## config.mk

```make
export PLATFORM = sky130hd
export DESIGN_NAME = t_phase_mul4
export DESIGN_NICKNAME = d
export VERILOG_FILES = /design/src/rtl/t_phase_mul4.sv
export SDC_FILE = /design/constraint.sdc
export NUM_CORES = 1
export LEC_CHECK = 0
export ABC_AREA = 0
export CAP_MARGIN = 20
export CORE_UTILIZATION = 40
export CTS_BUF_LIST = sky130_fd_sc_hd__clkbuf_4 sky130_fd_sc_hd__clkbuf_8
export DETAILED_ROUTE_END_ITERATION = 8
export PLACE_DENSITY = 0.65
export SYNTH_ARGS = -nofsm -noshare
export SYNTH_HDL_FRONTEND = slang
export SYNTH_SLANG_ARGS = --single-unit
```

## constraint.sdc

```tcl
create_clock -name clock -period 3.66 [get_ports clock]
set_input_delay 1.098 -clock clock [delete_from_list [all_inputs] [get_ports clock]]
set_output_delay 1.098 -clock clock [all_outputs]
set_load 0.01 [all_outputs]
```

## src/rtl/t_phase_mul4.sv

```systemverilog
// Phase-sequenced 4x4 unsigned shift-add multiplier driven by an 8-phase one-hot
// timing ring; one job per ring rotation, with a sticky phase-sequence checker.
module t_phase_mul4 (
  input  logic       clock,
  input  logic       reset,
  input  logic [0:7] T,
  input  logic       start,
  input  logic [3:0] a,
  input  logic [3:0] b,
  output logic [7:0] product,
  output logic       busy,
  output logic       done,
  output logic       err
);

  typedef enum logic {IDLE, RUN} state_t;

  state_t     r_state, w_state_n;
  logic [7:0] r_p, w_p_n;
  logic [3:0] r_a, w_a_n;
  logic [3:0] r_b, w_b_n;
  logic [2:0] r_e, w_e_n;
  logic       r_pending, w_pending_n;
  logic [7:0] w_product_n;
  logic       w_busy_n, w_done_n, w_err_n;

  logic       w_phase0;
  logic [0:7] w_exp_t;
  logic [1:0] w_bidx;
  logic       w_in_mul;
  logic [7:0] w_addend;

  assign w_phase0 = (T == 8'h80);
  assign w_exp_t  = 8'h80 >> r_e;
  // E=1..4 selects multiplier bit 0..3 and the matching shift of A
  assign w_bidx   = r_e[1:0] - 2'd1;
  assign w_in_mul = (r_e >= 3'd1) && (r_e <= 3'd4);
  assign w_addend = {4'b0000, r_a} << w_bidx;

  always_comb begin
    w_state_n   = r_state;
    w_p_n       = r_p;
    w_a_n       = r_a;
    w_b_n       = r_b;
    w_e_n       = r_e;
    w_pending_n = r_pending;
    w_product_n = product;
    w_busy_n    = busy;
    w_done_n    = 1'b0;
    w_err_n     = err;
    case (r_state)
      IDLE: begin
        if ((start || r_pending) && w_phase0) begin
          w_a_n       = a;
          w_b_n       = b;
          w_p_n       = '0;
          w_pending_n = 1'b0;
          w_busy_n    = 1'b1;
          w_e_n       = 3'd1;
          w_state_n   = RUN;
        end else if (start) begin
          w_pending_n = 1'b1;
        end
      end
      RUN: begin
        if (T != w_exp_t) begin
          w_err_n     = 1'b1;
          w_busy_n    = 1'b0;
          w_pending_n = 1'b0;
          w_state_n   = IDLE;
        end else begin
          w_e_n = r_e + 3'd1;
          if (start) w_pending_n = 1'b1;
          if (w_in_mul && r_b[w_bidx]) w_p_n = r_p + w_addend;
          if (r_e == 3'd5) begin
            w_product_n = r_p;
            w_done_n    = 1'b1;
            w_busy_n    = 1'b0;
            w_state_n   = IDLE;
          end
        end
      end
      default: w_state_n = IDLE;
    endcase
  end

  always_ff @(posedge clock) begin
    if (reset) begin
      r_state   <= IDLE;
      r_p       <= '0;
      r_a       <= '0;
      r_b       <= '0;
      r_e       <= '0;
      r_pending <= 1'b0;
      product   <= '0;
      busy      <= 1'b0;
      done      <= 1'b0;
      err       <= 1'b0;
    end else begin
      r_state   <= w_state_n;
      r_p       <= w_p_n;
      r_a       <= w_a_n;
      r_b       <= w_b_n;
      r_e       <= w_e_n;
      r_pending <= w_pending_n;
      product   <= w_product_n;
      busy      <= w_busy_n;
      done      <= w_done_n;
      err       <= w_err_n;
    end
  end

endmodule

```

# Word level (Yosys, flattened, before mapping)
# Index checks and enable logic that the tools add are counted.
totals:
  in_bits: 19
  elab_cells: 60
  out_inout_bits: 11
  regBits: 32
classes:
  n_eq_ne: 7
  reduce_logical: 11
  n_mux: 22
  n_lt_le_gt_ge: 3
  addsub: 3
  shifts: 2
  bitwise_logic: 2
ops:
  columns: ["operator", "n"]
  rows:
  - ["$mux 8", 3]
  - ["$pmux 8 s2", 1]
  - ["$mux 1", 11]
  - ["$add 8x8->8", 1]
  - ["$eq 8x8->1 const B", 1]
  - ["$ne 8x8->1", 1]
  - ["$reduce_and 2->1", 4]
  - ["$shl 4x2->8", 1]
  - ["$shr 8x3->8 const A", 1]
  - ["$mux 3", 2]
  - ["$pmux 1 s2", 3]
  - ["$pmux 3 s2", 1]
  - ["$reduce_and 3->1", 2]
  - ["$ne 2x2->1 const B", 2]
  - ["$add 3x1->3 const B", 1]
  - ["$eq 3x3->1 const B", 1]
  - ["$ge 3x1->1 const B", 1]
  - ["$le 3x3->1 const B", 1]
  - ["$logic_and 1x1->1", 3]
  - ["$lt 2x3->1 const B", 1]
  - ["$ne 3x1->1 const B", 1]
  - ["$reduce_or 3->1", 1]
  - ["$bmux 1 s2", 1]
  - ["$ne 2x1->1 const B", 1]
  - ["other kinds (3)", 4]

# Logic depth before layout (Yosys ltp)
logic_depth:
  depth_word: 7
  depth_mapped: 13
  ltp_nobuf: 12

# Least setup slack after synthesis
# No wires, ideal clock.
synth_path:
  path_type: "register to register"
  startpoint: "register r_e[0]"
  endpoint: "register r_p[6]"
  required_ns: 3.544
  arrival_ns: 2.716
  path_stages_with_launch: 14
  setup_ns: 0.116
  period_less_slack_ns: 2.832
  n_path_buf: 1
  slack_ns: 0.828
  cell_sequence: "dfxtp_1 -> inv_1 -> ha_1 -> buf_2 -> mux2_2 -> nand2_1 -> o21ai_0 -> ha_1 -> a21o_1 -> a21oi_1 -> o21bai_1 -> a21oi_1 -> xnor2_1 -> a41o_1"
synth_between:
  elab_chain_len: 6
  word_cells_on_any_way: 17
synth_lines:
  columns: ["item", "line", "rtl"]
  rows:
  - ["start: declaration", "22", "logic [2:0] r_e, w_e_n;"]
  - ["start signal: assignment", "104", "r_e <= w_e_n;"]
  - ["$sub 2x1->2", "36", "assign w_bidx = r_e[1:0] - 2'd1;"]
  - ["$shl 4x2->8 / $bmux 1 s2 (equally long branches)", "38, 74", null]
  - ["$add 8x8->8 / $mux 1 (equally long branches)", "74", "if (w_in_mul && r_b[w_bidx]) w_p_n = r_p + w_addend;"]
  - ["$mux 8 / $logic_and 1x1->1 (equally long branches)", "74", null]
  - ["$mux 8 / $ne 2x1->1 (equally long branches)", null, null]
  - ["$pmux 8 s2 / $reduce_and 3->1 (equally long branches)", null, null]
  - ["end signal: assignment", "101", "r_p <= w_p_n;"]
  - ["end: declaration", "19", "logic [7:0] r_p, w_p_n;"]
# Parallel ways exist; a longest one is shown, timed or not. The select of a mux whose other input is x is not followed.
# A chain may end at the register's enable or synchronous reset.

# Worst setup path after layout
layout_path:
  startpoint: "input port T[4] (netlist name)"
  endpoint: "register r_p[6]"
layout_between:
  elab_chain_len: 4
  word_cells_on_any_way: 6
layout_lines:
  columns: ["item", "line", "rtl"]
  rows:
  - ["start: declaration", "6", "input logic [0:7] T,"]
  - ["$eq 8x8->1", "33", "assign w_phase0 = (T == 8'h80);"]
  - ["$logic_and 1x1->1", "53", "if ((start || r_pending) && w_phase0) begin"]
  - ["$ne 2x2->1 (no line)", null, null]
  - ["$reduce_and 3->1 (no line) *", null, null]
# Mark *: on every way between the ends. The rest lies on a longest branch, timed or not.

==> impl_metrics.tcl <==
set metrics [dict create \
    sort_of_element_at_the_start_of_the_critical_path "primary input" \
    critical_path_cell_by_cell "clkdlybuf4s50_1 -> xor2_1 -> nor3_1 -> o311ai_4 -> o41ai_4 -> buf_4 -> nor3b_2 -> a41o_1" \
    synth_flop_cell "sky130_fd_sc_hd__dfxtp_1" \
    grt_first_pass_wirelength_um 6480 \
    die_y_um 71.9 \
    detail_route.drc_violations 0 \
    timing.hold.worst.class "register to register" \
    worst_setup_hold_path_clk_slew_ns 0.07 \
    numClockSinks 32 \
    finClkSkew_ns 0.00632 \
    timing.setup.critical_path_class "primary input to register" \
    grt_start_max_net_pins 23 \
    count_of_antenna_diodes_in_the_layout 0 \
    cts-htree-levels 2 \
    timing.critical_path.arrival_ns 3.20 \
    rr_startpoint "r_e[1]$_SDFFE_PP0P_" \
    cp_data_required_time_ns 3.84 \
    period_needed_ns 3.02 \
    r2r_slack_ns 0.90 \
    dp_slack_ns 0.357 \
    synth_cell_type_count 44 \
    detail_route.vias_per_cell 4.96 \
    core_area_sq_mm 0.00472 \
    ctsHoldBuffers 0 \
    floorplan.initialDensity_pct 41.4 \
    hold_path.startpoint "err$_SDFFE_PP0P_" \
    synthDominantAreaCellType "sky130_fd_sc_hd__dfxtp_1" \
    cts_setup_buffers 0 \
    timing_worst_slew_pin_value_ns 0.845 \
    globalRoute.totalOverflow 0 \
    vdd_drop_max_mv 0.182 \
    die_area_sq_mm 0.00517 \
    timing_max_transition_violations_final 0 \
    route.final.wire_length_um 3840 \
    synth_top_area_share_pct 32.8 \
    result_of_the_run "complete, no violations" \
    chipWidth_um 71.9 \
    synth_commonest_cells "32 x sky130_fd_sc_hd__dfxtp_1, 27 x sky130_fd_sc_hd__nor2_1, 24 x sky130_fd_sc_hd__nand2_1" \
    place_congestion 0.784 \
    fin_setup_tns_ns 0 \
    setup.worst_path.end_class "register" \
    vias 1581 \
    cts-buffers-inserted 5 \
    worstSetupStartpoint "T[4]" \
    grt_antenna_before_repair 0 \
    total_power_mw 0.661 \
    async_flop_share_pct 0 \
    max_clock_freq_mhz 332 \
    cts.root.buffer_cell "sky130_fd_sc_hd__clkbuf_8" \
    critical_r2r_capture "r_p[6]$_SDFFE_PP0P_" \
    post_synth_inst_count 220 \
    synth_edf_count 0 \
    cts_repair_resize_count 0 \
    worstHoldPathCells 2 \
    r2r.worst_path.cells 12 \
    whs_endpoint "err$_SDFFE_PP0P_" \
    power.density_cell_area_mw_per_mm2 275 \
    final-hold-violation-count 0 \
    hold_ws_ns 0.446 \
    max-slew-margin-rel_pct 43.5 \
    io-pin-count 30 \
    synth_sequential_area_ratio_pct 32.8 \
    postSynthRegisterBits 32 \
    synth.avg_cell_area_sq_um 8.88 \
    ys.warnings.count 0 \
    final_min_period_over_clock_period_pct 82.4 \
    post_layout_nonfiller_instances 319 \
    cpMaxStageDelayCell "sky130_fd_sc_hd__clkdlybuf4s50_1" \
    grt_setup_unrepaired "false" \
    p_leak_nw 0.889 \
    num-fill-cells 473 \
    dp_hpwl_um 2840 \
    synth_most_common_cell "sky130_fd_sc_hd__dfxtp_1" \
    dp_cells 311 \
    drt-pass1-iter-count 4 \
    number_of_drc_markers_after_the_initial_detailed_route_iteration 42 \
    final_nets 284 \
    clock_latency_ns 0.29 \
    finalWorstSetupSlack_ns 0.644 \
    drive_gt1_share_pct 9.92 \
    synth.cell_area_sq_mm 0.00195 \
    clk_path_buf_depth 2 \
    number_of_nets_with_antenna_violations_after_routing 0 \
    cpPeakStageDelay_ns 0.56 \
    postSynthNetCount 253 \
    synthToLayoutAreaGrowth_pct 22.9 \
    globalRouteTotalUtil_pct 16.2 \
    fp-row-count 25 \
    critical_path_peak_fanout 11 \
    finalSetupViolations 0 \
    routed_length_per_instance_um 12.0 \
    maxCapViolations 0 \
    cts_tree "done" \
    numPortBuffers 29 \
    first_global_vias 1426 \
    synth.area.top_cells "sky130_fd_sc_hd__dfxtp_1 33%, sky130_fd_sc_hd__mux2i_1 9.2%, sky130_fd_sc_hd__ha_1 8.3%, sky130_fd_sc_hd__nor2_1 5.2%, sky130_fd_sc_hd__nand2_1 4.6%" \
]
-- placed cells by master (no fill, tap or decap), types with 2 or more instances in the layout --
cell and n:
sky130_fd_sc_hd__nor2b_1 3, sky130_fd_sc_hd__o21ai_0 5, sky130_fd_sc_hd__a21o_1 2, sky130_fd_sc_hd__clkinv_2 2, sky130_fd_sc_hd__a211oi_1 3, sky130_fd_sc_hd__xor2_1 5
sky130_fd_sc_hd__nor3_1 6, sky130_fd_sc_hd__o21bai_1 2, sky130_fd_sc_hd__dfxtp_1 32, sky130_fd_sc_hd__nor4_2 2, sky130_fd_sc_hd__mux2i_1 18, sky130_fd_sc_hd__and2_1 2
sky130_fd_sc_hd__nand2_1 24, sky130_fd_sc_hd__nor4b_1 2, sky130_fd_sc_hd__or3_1 2, sky130_fd_sc_hd__ha_1 13, sky130_fd_sc_hd__a21oi_1 16, sky130_fd_sc_hd__clkbuf_8 5
sky130_fd_sc_hd__nand3_1 5, sky130_fd_sc_hd__xnor2_1 5, sky130_fd_sc_hd__clkdlybuf4s50_1 29, sky130_fd_sc_hd__nor3_4 2, sky130_fd_sc_hd__o41ai_4 2, sky130_fd_sc_hd__buf_4 6
sky130_fd_sc_hd__o22ai_1 2, sky130_fd_sc_hd__nor2_1 27, sky130_fd_sc_hd__nand4b_1 3, sky130_fd_sc_hd__nor4_1 2, sky130_fd_sc_hd__inv_1 9
-- layer usage --
| metal | global-route usage (%) | wire (um) |
|---|---|---|
| met5 | 0 | 0 |
| met3 | 4.50 | 159 |
| met2 | 24.8 | 1680 |
| met4 | 5.88 | 58 |
| met1 | 21.8 | 1940 |
-- kinds of logic after synthesis --
logic type      synth area share, %
fa+ha+maj                      9.35
simple gates                   23.6
xor+xnor                       4.48
mux                            10.4
compound gates                 14.7
buf+inv                        4.74
flops                          32.8
-- layout make-up --
type	instances	area [sq um]	area share (%)
multi-input combinational	168	1220	50.8
sequential	32	641	26.7
timing repair buffer	35	335	14.0
tap	67	83.8	3.49
clock buffer	5	68.8	2.87
inverter	9	33.8	1.41
clock inverter	3	18.8	0.782
-- through the flow --
step                      cell area, sq um  util (%)
after global routing                  2400      50.8
after detailed placement              2310      49.0
after CTS                             2400      50.8
after floorplan                       1950         -
final                                 2400      50.8
after global placement                2310      49.0
-- how the worst max path moves through the flow --
stage	end	slack, ns	cells past startpoint
6_report	r_p[6]$_SDFFE_PP0P_	0.64	8
5_1_grt	r_p[2]$_SDFFE_PP0P_	0.52	8
4_1_cts	r_p[6]$_SDFFE_PP0P_	0.67	8
3_5_place_dp	r_p[6]$_SDFFE_PP0P_	0.36	8
3_3_place_gp	r_p[2]$_SDFFE_PP0P_	0.38	8
2_1_floorplan	r_p[6]$_SDFFE_PP0P_	0.83	13
-- flip-flops by register name (all words and copies together) (netlist names) --
signal,count
done,1
r_pending,1
r_p,8
r_a,4
err,1
r_state,1
busy,1
product,8
r_b,4
r_e,3
-- power breakdown --
group	total, mW	switching (mW)	internal (mW)
sequential	0.350	0.000507	0.349
clock	0.266	0.134	0.132
combinational	0.0455	0.0211	0.0244
total	0.661	0.155	0.506
-- critical path, delay by kind of cell --
family                 cells  cell delay (ns)
buffers and inverters      2             0.80
AO/OA/AOI/OAI              3             0.74
AND/OR/NAND/NOR            2             0.34
XOR/XNOR                   1             0.21
(Power assumes the default switching activity.)
